$ cat src/rtl/nasti_lite_mem_writer.sv
// NASTI-lite write slave: pairs AW/W beats into req/gnt memory word writes, returns in-order B.
// Latency 3 cycles handshake->B (2 for SLVERR/no-strobe); AW/W ready drop when their FIFO is full.
module nasti_lite_mem_writer_fifo #(
    parameter int WIDTH = 8,
    parameter int DEPTH = 2
) (
    input  logic             clk,
    input  logic             rst,
    input  logic             push,
    input  logic [WIDTH-1:0] push_dat,
    input  logic             pop,
    output logic [WIDTH-1:0] head_dat,
    output logic             full,
    output logic             empty
);
    localparam int PW = $clog2(DEPTH);
    localparam int CW = PW + 1;
    localparam logic [CW-1:0] FULL_CNT = CW'(DEPTH);

    logic [WIDTH-1:0] mem_q [DEPTH];
    logic [WIDTH-1:0] mem_d [DEPTH];
    logic [PW-1:0]    wr_ptr_q, wr_ptr_d, rd_ptr_q, rd_ptr_d;
    logic [CW-1:0]    count_q, count_d;
    logic             push_ok, pop_ok;

    assign full     = (count_q == FULL_CNT);
    assign empty    = (count_q == '0);
    assign head_dat = mem_q[rd_ptr_q];
    assign push_ok  = push && !full;
    assign pop_ok   = pop && !empty;

    always_comb begin
        mem_d    = mem_q;
        wr_ptr_d = wr_ptr_q;
        rd_ptr_d = rd_ptr_q;
        if (push_ok) begin
            mem_d[wr_ptr_q] = push_dat;
            wr_ptr_d        = wr_ptr_q + PW'(1);
        end
        if (pop_ok) begin
            rd_ptr_d = rd_ptr_q + PW'(1);
        end
        count_d = count_q + CW'(push_ok) - CW'(pop_ok);
    end

    always_ff @(posedge clk) begin
        if (rst) begin
            for (int i = 0; i < DEPTH; i++) mem_q[i] <= '0;
            wr_ptr_q <= '0;
            rd_ptr_q <= '0;
            count_q  <= '0;
        end else begin
            mem_q    <= mem_d;
            wr_ptr_q <= wr_ptr_d;
            rd_ptr_q <= rd_ptr_d;
            count_q  <= count_d;
        end
    end
endmodule

module nasti_lite_mem_writer #(
    parameter int          ID_WIDTH   = 1,
    parameter int          ADDR_WIDTH = 8,
    parameter int          DATA_WIDTH = 32,
    parameter int          USER_WIDTH = 1,
    parameter int          FIFO_DEPTH = 2,
    parameter int unsigned ADDR_LIMIT = 2**ADDR_WIDTH
) (
    input  logic                    clk,
    input  logic                    rst,
    input  logic [ID_WIDTH-1:0]     lite_aw_id,
    input  logic [ADDR_WIDTH-1:0]   lite_aw_addr,
    input  logic [2:0]              lite_aw_prot,
    input  logic [3:0]              lite_aw_qos,
    input  logic [3:0]              lite_aw_region,
    input  logic [USER_WIDTH-1:0]   lite_aw_user,
    input  logic                    lite_aw_valid,
    output logic                    lite_aw_ready,
    input  logic [DATA_WIDTH-1:0]   lite_w_data,
    input  logic [DATA_WIDTH/8-1:0] lite_w_strb,
    input  logic [USER_WIDTH-1:0]   lite_w_user,
    input  logic                    lite_w_valid,
    output logic                    lite_w_ready,
    output logic [ID_WIDTH-1:0]     lite_b_id,
    output logic [1:0]              lite_b_resp,
    output logic [USER_WIDTH-1:0]   lite_b_user,
    output logic                    lite_b_valid,
    input  logic                    lite_b_ready,
    output logic                    mem_req,
    output logic [ADDR_WIDTH-1:0]   mem_addr,
    output logic [DATA_WIDTH-1:0]   mem_wdata,
    output logic [DATA_WIDTH/8-1:0] mem_be,
    input  logic                    mem_gnt
);
    localparam int STRB_W = DATA_WIDTH / 8;
    localparam int OFF    = $clog2(STRB_W);
    localparam int AW_W   = ID_WIDTH + ADDR_WIDTH + USER_WIDTH;
    localparam int W_W    = DATA_WIDTH + STRB_W;
    localparam int B_W    = ID_WIDTH + 2 + USER_WIDTH;
    localparam logic [ADDR_WIDTH:0] ADDR_LIM = ADDR_LIMIT[ADDR_WIDTH:0];
    localparam logic [1:0] RESP_OKAY   = 2'b00;
    localparam logic [1:0] RESP_SLVERR = 2'b10;

    if (DATA_WIDTH != 32 && DATA_WIDTH != 64) begin : g_bad_data_width
        $fatal(1, "nasti_lite_mem_writer: DATA_WIDTH must be 32 or 64");
    end
    if (USER_WIDTH < 1) begin : g_bad_user_width
        $fatal(1, "nasti_lite_mem_writer: USER_WIDTH must be > 0");
    end
    if (FIFO_DEPTH < 2 || (FIFO_DEPTH & (FIFO_DEPTH - 1)) != 0) begin : g_bad_depth
        $fatal(1, "nasti_lite_mem_writer: FIFO_DEPTH must be a power of two >= 2");
    end

    typedef enum logic {S_IDLE, S_REQ} state_t;

    logic                  unused_inputs;
    logic [AW_W-1:0]       aw_head;
    logic [W_W-1:0]        w_head;
    logic [B_W-1:0]        b_head, b_push_dat;
    logic                  aw_full, aw_empty, w_full, w_empty, b_full, b_empty;
    logic                  aw_pop, w_pop, b_push;
    logic [ID_WIDTH-1:0]   aw_id;
    logic [ADDR_WIDTH-1:0] aw_addr;
    logic [USER_WIDTH-1:0] aw_user;
    logic [DATA_WIDTH-1:0] w_data;
    logic [STRB_W-1:0]     w_strb;

    state_t                state_q, state_d;
    logic [ID_WIDTH-1:0]   iss_id_q, iss_id_d;
    logic [USER_WIDTH-1:0] iss_user_q, iss_user_d;
    logic [ADDR_WIDTH-1:0] iss_addr_q, iss_addr_d;
    logic [DATA_WIDTH-1:0] iss_data_q, iss_data_d;
    logic [STRB_W-1:0]     iss_be_q, iss_be_d;

    assign unused_inputs = ^{lite_aw_prot, lite_aw_qos, lite_aw_region, lite_w_user};

    nasti_lite_mem_writer_fifo #(.WIDTH(AW_W), .DEPTH(FIFO_DEPTH)) u_aw_fifo (
        .clk(clk), .rst(rst),
        .push(lite_aw_valid && lite_aw_ready),
        .push_dat({lite_aw_id, lite_aw_addr, lite_aw_user}),
        .pop(aw_pop), .head_dat(aw_head), .full(aw_full), .empty(aw_empty)
    );

    nasti_lite_mem_writer_fifo #(.WIDTH(W_W), .DEPTH(FIFO_DEPTH)) u_w_fifo (
        .clk(clk), .rst(rst),
        .push(lite_w_valid && lite_w_ready),
        .push_dat({lite_w_data, lite_w_strb}),
        .pop(w_pop), .head_dat(w_head), .full(w_full), .empty(w_empty)
    );

    nasti_lite_mem_writer_fifo #(.WIDTH(B_W), .DEPTH(FIFO_DEPTH)) u_b_fifo (
        .clk(clk), .rst(rst),
        .push(b_push), .push_dat(b_push_dat),
        .pop(lite_b_valid && lite_b_ready), .head_dat(b_head), .full(b_full), .empty(b_empty)
    );

    assign lite_aw_ready = !aw_full;
    assign lite_w_ready  = !w_full;
    assign lite_b_valid  = !b_empty;
    assign {aw_id, aw_addr, aw_user}             = aw_head;
    assign {w_data, w_strb}                      = w_head;
    assign {lite_b_id, lite_b_resp, lite_b_user} = b_head;

    assign mem_req   = (state_q == S_REQ);
    assign mem_addr  = iss_addr_q;
    assign mem_wdata = iss_data_q;
    assign mem_be    = iss_be_q;

    always_comb begin
        state_d    = state_q;
        iss_id_d   = iss_id_q;
        iss_user_d = iss_user_q;
        iss_addr_d = iss_addr_q;
        iss_data_d = iss_data_q;
        iss_be_d   = iss_be_q;
        aw_pop     = 1'b0;
        w_pop      = 1'b0;
        b_push     = 1'b0;
        b_push_dat = {iss_id_q, RESP_OKAY, iss_user_q};
        case (state_q)
            S_IDLE: begin
                if (!aw_empty && !w_empty && !b_full) begin
                    aw_pop = 1'b1;
                    w_pop  = 1'b1;
                    if ({1'b0, aw_addr} >= ADDR_LIM) begin
                        b_push     = 1'b1;
                        b_push_dat = {aw_id, RESP_SLVERR, aw_user};
                    end else if (w_strb == '0) begin
                        b_push     = 1'b1;
                        b_push_dat = {aw_id, RESP_OKAY, aw_user};
                    end else begin
                        iss_id_d   = aw_id;
                        iss_user_d = aw_user;
                        iss_addr_d = {aw_addr[ADDR_WIDTH-1:OFF], {OFF{1'b0}}};
                        iss_data_d = w_data;
                        iss_be_d   = w_strb;
                        state_d    = S_REQ;
                    end
                end
            end
            S_REQ: begin
                // B cannot be full here: it had room on entry and only drains meanwhile.
                if (mem_gnt) begin
                    b_push  = 1'b1;
                    state_d = S_IDLE;
                end
            end
            default: state_d = S_IDLE;
        endcase
    end

    always_ff @(posedge clk) begin
        if (rst) begin
            state_q    <= S_IDLE;
            iss_id_q   <= '0;
            iss_user_q <= '0;
            iss_addr_q <= '0;
            iss_data_q <= '0;
            iss_be_q   <= '0;
        end else begin
            state_q    <= state_d;
            iss_id_q   <= iss_id_d;
            iss_user_q <= iss_user_d;
            iss_addr_q <= iss_addr_d;
            iss_data_q <= iss_data_d;
            iss_be_q   <= iss_be_d;
        end
    end
endmodule

$ cat config.mk
export PLATFORM = sky130hd
export DESIGN_NAME = nasti_lite_mem_writer
export DESIGN_NICKNAME = d
export VERILOG_FILES = /design/src/rtl/nasti_lite_mem_writer.sv
export SDC_FILE = /design/constraint.sdc
export NUM_CORES = 1
export LEC_CHECK = 0
export CAP_MARGIN = 15
export CORE_ASPECT_RATIO = 2
export CORE_MARGIN = 1.5
export CORE_UTILIZATION = 51
export CTS_CLUSTER_DIAMETER = 40
export DETAILED_ROUTE_END_ITERATION = 10
export PLACE_DENSITY = 0.79
export SYNTH_ARGS = -nofsm -noshare
export SYNTH_HDL_FRONTEND = slang
export SYNTH_SLANG_ARGS = --single-unit
$ cat constraint.sdc
create_clock -name clk -period 2.3 [get_ports clk]
set_clock_uncertainty 0.15 [all_clocks]
set_input_delay 0.23 -clock clk [delete_from_list [all_inputs] [get_ports clk]]
set_output_delay 0.23 -clock clk [all_outputs]
set_load 0.01 [all_outputs]
==> results of run 1 <==
path summary, 6_finish.rpt:
check,slack (ps),startpoint,to,cells past startpoint
max,270,u_w_fifo.mem_q[0],u_b_fifo.count_q[1],8
min,200,rst,mem_be[2],2
max reg2reg,270,u_w_fifo.mem_q[0],u_b_fifo.count_q[1],8
min reg2reg,300,u_w_fifo.mem_q[45],u_w_fifo.mem_q[45],2
per-stage QoR:
| stage | hold WS [ps] | cell area, um2 | util (%) | power, mW | instances |
|---|---|---|---|---|---|
| after global placement | 291 | 6900 | 61.1 | 5.45 | 867 |
| after CTS | 195 | 7520 | 66.6 | 8.44 | 899 |
| after floorplan | 216 | 5880 | - | 4.72 | 668 |
| final | 198 | 7520 | 66.6 | 8.39 | 899 |
| after detailed placement | 296 | 6900 | 61.1 | 5.56 | 867 |
| after global routing | 230 | 7520 | 66.6 | 8.79 | 899 |
kinds of logic after synthesis:
group | Yosys count
DFF | 149
buffers and inverters | 56
and+or+nand+nor | 250
other | 1
AOI/OAI and AO/OA | 131
muxes | 62
xor gates and xnor gates | 10
adders and majority gates | 6
report_power, final:
part	internal, mW	leakage [nW]	switching, mW
sequential	3.00	1.21	0.296
clock	1.74	0.299	1.15
combinational	1.07	1.21	1.14
total	5.81	2.73	2.59
routing by layer:
| layer | global-route usage, % | vias up |
|---|---|---|
| met5 | 0 | - |
| met4 | 14.3 | 0 |
| met3 | 5.37 | 36 |
| met2 | 43.4 | 135 |
| met1 | 23.6 | 2337 |
| li1 | - | 2391 |
cells in the final DEF (no fill, tap or decap), types with 6 or more instances in the layout:
cell / instances
nand2_1: 154
a211oi_1: 39
buf_4: 6
nand2b_1: 8
clkbuf_16: 17
clkdlybuf4s50_1: 96
dfxtp_1: 148
mux2_2: 7
ha_1: 6
nor2_1: 66
a21oi_1: 78
mux2i_1: 55
inv_1: 8
xnor2_1: 6
worst register-to-register path: stages (launching register included):
cell and delay (ps):
dfxtp_1 330, o41ai_2 340, o21a_2 250, a21oi_2 110
nor2_1 170, ha_1 190, xor2_1 180, xnor2_1 140
nor2_1 50
sequential cells by signal (all words and copies together) (netlist names):
name	cells
iss_user_q	1
u_aw_fifo.wr_ptr_q	1
u_aw_fifo.count_q	2
u_w_fifo.rd_ptr_q	1
iss_id_q	1
u_w_fifo.wr_ptr_q	1
u_b_fifo.wr_ptr_q	1
u_aw_fifo.rd_ptr_q	1
u_b_fifo.rd_ptr_q	1
mem_be	4
mem_addr	6
mem_wdata	32
u_b_fifo.mem_q	4
u_w_fifo.mem_q	72
mem_req	1
u_aw_fifo.mem_q	16
u_b_fifo.count_q	2
u_w_fifo.count_q	2
final cells by class:
cell class	instances	area share (%)
multi-input cells	463	35.1
clock buffers	17	5.66
flip-flops and latches	149	39.7
clock inverters	15	2.58
well taps	142	2.36
inverters	8	0.399
repair buffers	105	14.2
==> run metrics, run 1 <==
status finished clean; ys async rst share 0%; sequential cell area 0.00298 mm2; Fmax achieved 493 MHz; CP peak stage delay 340 ps; mux contribution to synthesized area 10.7%; CP top delay family compound AO/OA/AOI/OAI gates; routed vias 4899; io pins 116; main combinational cell family by area after synthesis simple AND/OR/NAND/NOR gates; Synth Area in Compound Gates 13.4%; M1 wire length ~5.2 mm; endpoints failing hold 0; H-Tree Depth 4; vias per cell between 5 and 6; DP HPWL slightly below 9 mm; Synth area leaders dfxtp_1 51%, nand2_1 9.8%, mux2i_1 9.4%; fin crit period 2030 ps; Adder-Cell Fraction of Synth Area around 1.3%; clock root buffer clkbuf_16; CP max FO 5; GRT Util Overall 23.7%; syn avg cell area 8.83 um2; critical path's slowest cell o41ai_2; Yosys top cell area share 50.8%; worst path cell trace o41ai_2 -> o21a_2 -> a21oi_2 -> nor2_1 -> ha_1 -> xor2_1 -> xnor2_1 -> nor2_1; layout cell share with drive strength beyond 1 8.06%; number of fill cells in the layout 927; global-route wire length before repair 22.7 mm; WL final 14.0 mm; Crit. End Element flop; Seq/Total Area, Yosys 50.8%; die span in y 155 um; CP Data Required Time 2450 ps; CTS Buffer Depth 2; CTS sink cnt 149; met3 wire length 485 um; largest net degree at the start of global routing 77; Slew Limit Fails 0; DRT Pass-1 Iters 4; Core Rows 55; post-cts sizing count 0; Iter 0 DRT Violations approximately 280; Clock Latency Late Sink around 420 ps; post-synth top area cell dfxtp_1; XOR/XNOR Fraction of Synth Area under 10%; unrepaired setup endpoints after global routing false; Synthesis Warnings 0; Area Overhead vs Synth 28.0%; Synth Area in Simple Gates 17.6%; max cap viols 0; most common cell in the netlist nand2_1; Post-synth top cells 154 x nand2_1, 149 x dfxtp_1, 78 x a21oi_1, 67 x nor2_1, 55 x mux2i_1; Residual DRC 0; highest routed layer met4; Reg clk slew, reported paths 60 ps; Synth Cell Area 0.00587 mm2; Multi-input gate area ~0.0026 mm2; Post-Synthesis Cells 665; WL per Instance 15.6 um; die area 0.0122 mm2; setup bufs post-CTS 0; Num CTS Buffers 17; most frequent CP cell nor2_1; grt total ovfl 0; port bufs 97; met2 wire length 7.79 mm; Hold Crit Class input port to flop; setup total negative slack 0 ps; Peak VDD IR 0.726 mV; Antenna Cells 0; post-route ant nets 0; Final nets 814; CP arrival around 2200 ps; Max-slew headroom a little under half; post-route setup slack 271 ps; Final period util 88.2%; crit path kind flop to flop; PD cells ~1100 mW/mm2; Synth cell types 38; global placement routability congestion 0.804; Primary FF master, synth dfxtp_1; core area 0.0113 mm2; P_leak approximately 2.7 nW; CTS tree built; Synth Register Bits 149; number of global-route vias before repair 5092; initial antenna violation count 0; Setup WS pre-CTS 199 ps; worst slew pin tran 823 ps; Die X 78.9 um; type of origin of the critical path flop; final setup violation count 0; Worst Path Buf+Inv 0; Initial Util roughly 52%; number of synthesized flops with an enable pin 0; cts hold-fix bufs 0
(Power assumes the default switching activity.)
==> run 2, diff against run 1 <==
--- a/config.mk
+++ b/config.mk
@@ -15,3 +15,4 @@
 export SYNTH_ARGS = -nofsm -noshare
 export SYNTH_HDL_FRONTEND = slang
 export SYNTH_SLANG_ARGS = --single-unit
+export TNS_END_PERCENT = 100
==> results of run 2 <==
The final DEF is identical to that of run 1; final timing and power are the same.
==> run 3, diff against run 2 <==
--- a/config.mk
+++ b/config.mk
@@ -8,10 +8,9 @@
 export CAP_MARGIN = 15
 export CORE_ASPECT_RATIO = 2
 export CORE_MARGIN = 1.5
-export CORE_UTILIZATION = 51
+export CORE_UTILIZATION = 30
 export CTS_CLUSTER_DIAMETER = 40
 export DETAILED_ROUTE_END_ITERATION = 10
-export PLACE_DENSITY = 0.79
 export SYNTH_ARGS = -nofsm -noshare
 export SYNTH_HDL_FRONTEND = slang
 export SYNTH_SLANG_ARGS = --single-unit
==> run 3 against run 2 <==
  * Register-to-register slack barely moved
  * Flip-flop and latch count unchanged
  * Sequential share of layout area down 0.90 points
  * Global-route usage down 9.3 points
  * Count of clock-buffer cells in the layout up 5
  * Wire length up 0.91%
  * Fmax grew 0.47%
  * Combinational power barely moved
  * Sequential power barely moved
  * Final area grew 2.3%
  * Critical path type is now flop to output pin
  * Critical endpoint is now lite_b_id
==> run metrics, run 3 (synthesis gave the netlist of run 1 again) <==
core area 0.0193 mm2 (+71%); crit path launch u_b_fifo.rd_ptr_q; Worst R2R Path Depth 8 (unchanged); CTS sink cnt 149 (unchanged); max cap viols 0 (unchanged); Clock Latency Late Sink 420 ps (about the same); layout cell share with drive strength beyond 1 9.15% (+1.1 points); post-route ant nets 0 (unchanged); CP Data Required Time 1920 ps (-530 ps); unrepaired setup endpoints after global routing false; die area 0.0205 mm2 (+68%); Initial Util 30.5% (-22 points); sequential cell area 0.00298 mm2 (unchanged); number of fill cells in the layout 2026 (+120%); global-route wire length before repair 22.6 mm (-0.58%); port bufs 97 (unchanged); Final period util 87.8% (-0.41 points); Die X 102 um (+29%); max reg flops 72 (unchanged); CTS tree built; grt total ovfl 0 (unchanged); die span in y 201 um (+30%); Residual DRC 0 (unchanged); most common cell after layout, fill and taps aside nand2_1; crit path kind flop to output pin; global placement routability congestion 0.712 (-11%); Hold Crit Class input port to flop; PD cells 1070 mW/mm2 (-4.5%); routed vias 4603 (-6.0%); Max-slew headroom 54.8% (+9.7 points); clock root buffer clkbuf_16; DRT Pass-1 Iters 4 (unchanged); Multi-input gate area 0.00265 mm2 (+0.24%); largest net degree at the start of global routing 65 (-16%); setup bufs post-CTS 0 (unchanged); Peak VDD IR 0.475 mV (-35%); worst slew pin tran 678 ps (-145 ps); Reg clk slew, reported paths 70 ps (about the same); cts hold-fix bufs 0 (unchanged); Slew Limit Fails 0 (unchanged); worst r2r src u_w_fifo.mem_q[0]; CTS Buffer Depth 2 (unchanged); CP arrival 1640 ps (-540 ps); initial antenna violation count 0 (unchanged); CP max FO 3 (-2); Final nets 822 (+0.98%); Core Rows 72 (+31%); post-cts sizing count 0 (unchanged); register with the most flip-flops u_w_fifo.mem_q; Iter 0 DRT Violations 179 (-37%); fin crit period 2020 ps (-9.52 ps); H-Tree Depth 4 (unchanged); hold path depth 2 (unchanged); type of origin of the critical path flop; WL per Instance 13.8 um (-11%); worst hold slack 168 ps (-30.0 ps); P_leak 2.74 nW (+0.54%); WL final 14.1 mm (+0.91%); Fmax achieved 495 MHz (+0.47%); final setup violation count 0 (unchanged); Antenna Cells 0 (unchanged); commonest non-fill, non-tap cells in the layout 154 x nand2_1, 148 x dfxtp_1, 96 x clkdlybuf4s50_1; total power after layout 8.20 mW (-2.3%); status finished clean; Crit. End Element output pin; Num CTS Buffers 17 (unchanged); setup total negative slack 0 ps (unchanged); Hold Startpoint rst; number of global-route vias before repair 4425 (-13%); Area Overhead vs Synth 31.0%; io pins 116 (unchanged); endpoints failing hold 0 (unchanged); DP HPWL 9.29 mm (+3.9%); GRT Util Overall 14.4% (-9.3 points); vias per cell 4.50 (-18%)
==> run 3: cell types whose count changed in the layout (fill, tap and decap cells not counted), sizes merged <==
cell,before,now
bufinv,3,1
clkinvlp,2,4
inv,15,10
clkbuf,17,22
buf,9,17
==> run 3: stage by stage <==
stage                     area (um2)  worst slack, ps  std cells  utilization [%]
after floorplan                 5880              398        668                -
after global placement          7110              253        992             36.9
after detailed placement        7110              221        992             36.9
after CTS                       7690              242       1024             39.9
after global routing            7690              104       1024             39.9
final                           7690              281       1024             39.9
==> run 3: routing by layer <==
metal	vias up	wire length (um)	global-route usage, %
met1	2112	5740	15.5
met4	0	250	5.87
met3	16	527	3.59
li1	2407	-	-
met2	68	7630	26.2
met5	-	0	0
==> run 3: final cells by class <==
| class | count | area share (%) |
|---|---|---|
| sequential | 149 | 38.8 |
| clock inverter | 10 | 1.25 |
| tap | 259 | 4.21 |
| timing repair buffer | 113 | 14.6 |
| inverter | 8 | 0.390 |
| multi-input combinational | 463 | 34.4 |
| clock buffer | 22 | 6.29 |
==> run 3: path summary, 6_finish.rpt <==
check | slack [ps] | to
max reg2reg | 280 | u_b_fifo.count_q[1]
max | 280 | lite_b_id
min | 170 | mem_be[0]
min reg2reg | 300 | u_w_fifo.mem_q[46]
==> run 3: report_power, final <==
group,switching [mW],internal (mW)
clock network,1.10,1.61
logic,1.14,1.10
registers,0.265,3.00
==> run 3: critical path, stage by stage (launching register included) <==
cell and delay [ps]:
dfxtp_1 390, mux2_2 350, clkdlybuf4s50_1 470
==> RTL change: new RTL, flow settings as in run 2 <==
Change the parameter `ADDR_WIDTH` from 8 to 9.
--- a/src/rtl/nasti_lite_mem_writer.sv
+++ b/src/rtl/nasti_lite_mem_writer.sv
@@ -61,5 +61,5 @@
 module nasti_lite_mem_writer #(
     parameter int          ID_WIDTH   = 1,
-    parameter int          ADDR_WIDTH = 8,
+    parameter int          ADDR_WIDTH = 9,
     parameter int          DATA_WIDTH = 32,
     parameter int          USER_WIDTH = 1,
Ports: changed (resized lite_aw_addr and mem_addr); port bits go from 116 to 118. The function was not compared with the original's and may differ.
==> RTL change against run 2 <==
Area after synthesis is 2.9% higher. Routed wire length is 0.49% higher. Total power is 0.42% higher. Global-route usage is 0.72 points lower. Synthesized cell count is 1.8% higher. Core utilization is 0.45 points lower. Sequential cell count is 3 higher. Die area is 2.8% higher. Worst setup slack worse by 0.024 ns. Sequential power is 2% higher. Count of clock-buffer cells in the layout is 3 higher. Final cell count is 2.1% higher. Design area is 2.4% higher. Largest cell class unchanged. Largest power group unchanged.
==> RTL change: results (changes against run 2) <==
first-pass iteration count of the detailed router 4 (unchanged); hold_ws 0.102 ns (-0.0954 ns); Tot Pwr 8430 µW (+0.42%); wire per inst 15.3 µm (-1.6%); Post-Place Setup Slack 0.193 ns (-0.00661 ns); Cells after DPL 886 (+2.2%); Synth cell types 40 (+5.3%); total track usage 0.230 (-0.00723); largest cells by area after synthesis dfxtp_1 (50%), mux2i_1 (9.6%), nand2_1 (9.6%); status complete, no violations; first-pass GRT wire length 22200 µm (-2.1%); clock-cell share of area 0.0764 (-0.00597); port buffer count 99 (+2.1%); Non-clock buffering overhead 0.145 (+0.00323); worst setup path startpoint u_w_fifo.mem_q[0]$_SDFFE_PP0P_; Multi-input comb cells 470 (+1.5%); largest net degree at the start of global routing 115 (+49%); Layout clock buffers 20 (+3); r2r setup slk 0.25 ns (-0.02 ns); top cells by count, synth nand2_1 (154), dfxtp_1 (152), a21oi_1 (78); Layout Nets 831 (+2.1%); P_sw 2540 µW (-1.7%); layout cells sized above 1 0.0918 (+0.0113); vias in the first global route 4774 (-6.2%); Layout fillers 953 (+2.8%); gpl congestion 0.784 (-2.4%); sequential area share after synthesis 0.504 (-0.00416); Hold Crit Start rst; DP HPWL 9420 µm (+5.3%); vias per inst 5.34 (-2.1%); Cell Count, Final, Fillers Out 918 (+2.1%); Syn-to-layout area delta 27.4%; drt initial violations 251 (-12%); Signal buffers 111 (+5.7%); peak supply drop 0.707 mV (-2.5%); max_slew headroom 0.444 (-0.00774); Post-Syn Instances 677 (+1.8%); Seq pwr share 0.396 (+0.004); Seq/total area 0.396 (-0.00136)
==> RTL change: cell count changes after synthesis, moves of 3 or more <==
cell and delta:
mux2i_1 +3, a211oi_1 -7, clkbuf_1 +3, buf_2 +4, dfxtp_1 +3, a211oi_2 +8, buf_1 -5, nor2_1 +3
==> RTL change: kinds of logic (layout without fill, tap and decap cells) <==
kind of cell    count (synthesis)  after routing  share of synthesized area
flops                         152            152                      0.504
compound gates                132            132                      0.139
xor+xnor                       10             10                     0.0145
fa+ha+maj                       6              6                     0.0124
other cells                     1              4                   0.000621
buf+inv                        58            151                     0.0474
simple gates                  253            253                      0.173
mux                            65             65                      0.109
==> RTL change: per-layer routing <==
layer	vias to the layer above	global-route usage	wire, µm
li1	2426	-	-
met1	2330	0.243	5490
met2	119	0.426	7770
met3	23	0.0493	527
met4	0	0.0969	301
met5	-	0	0
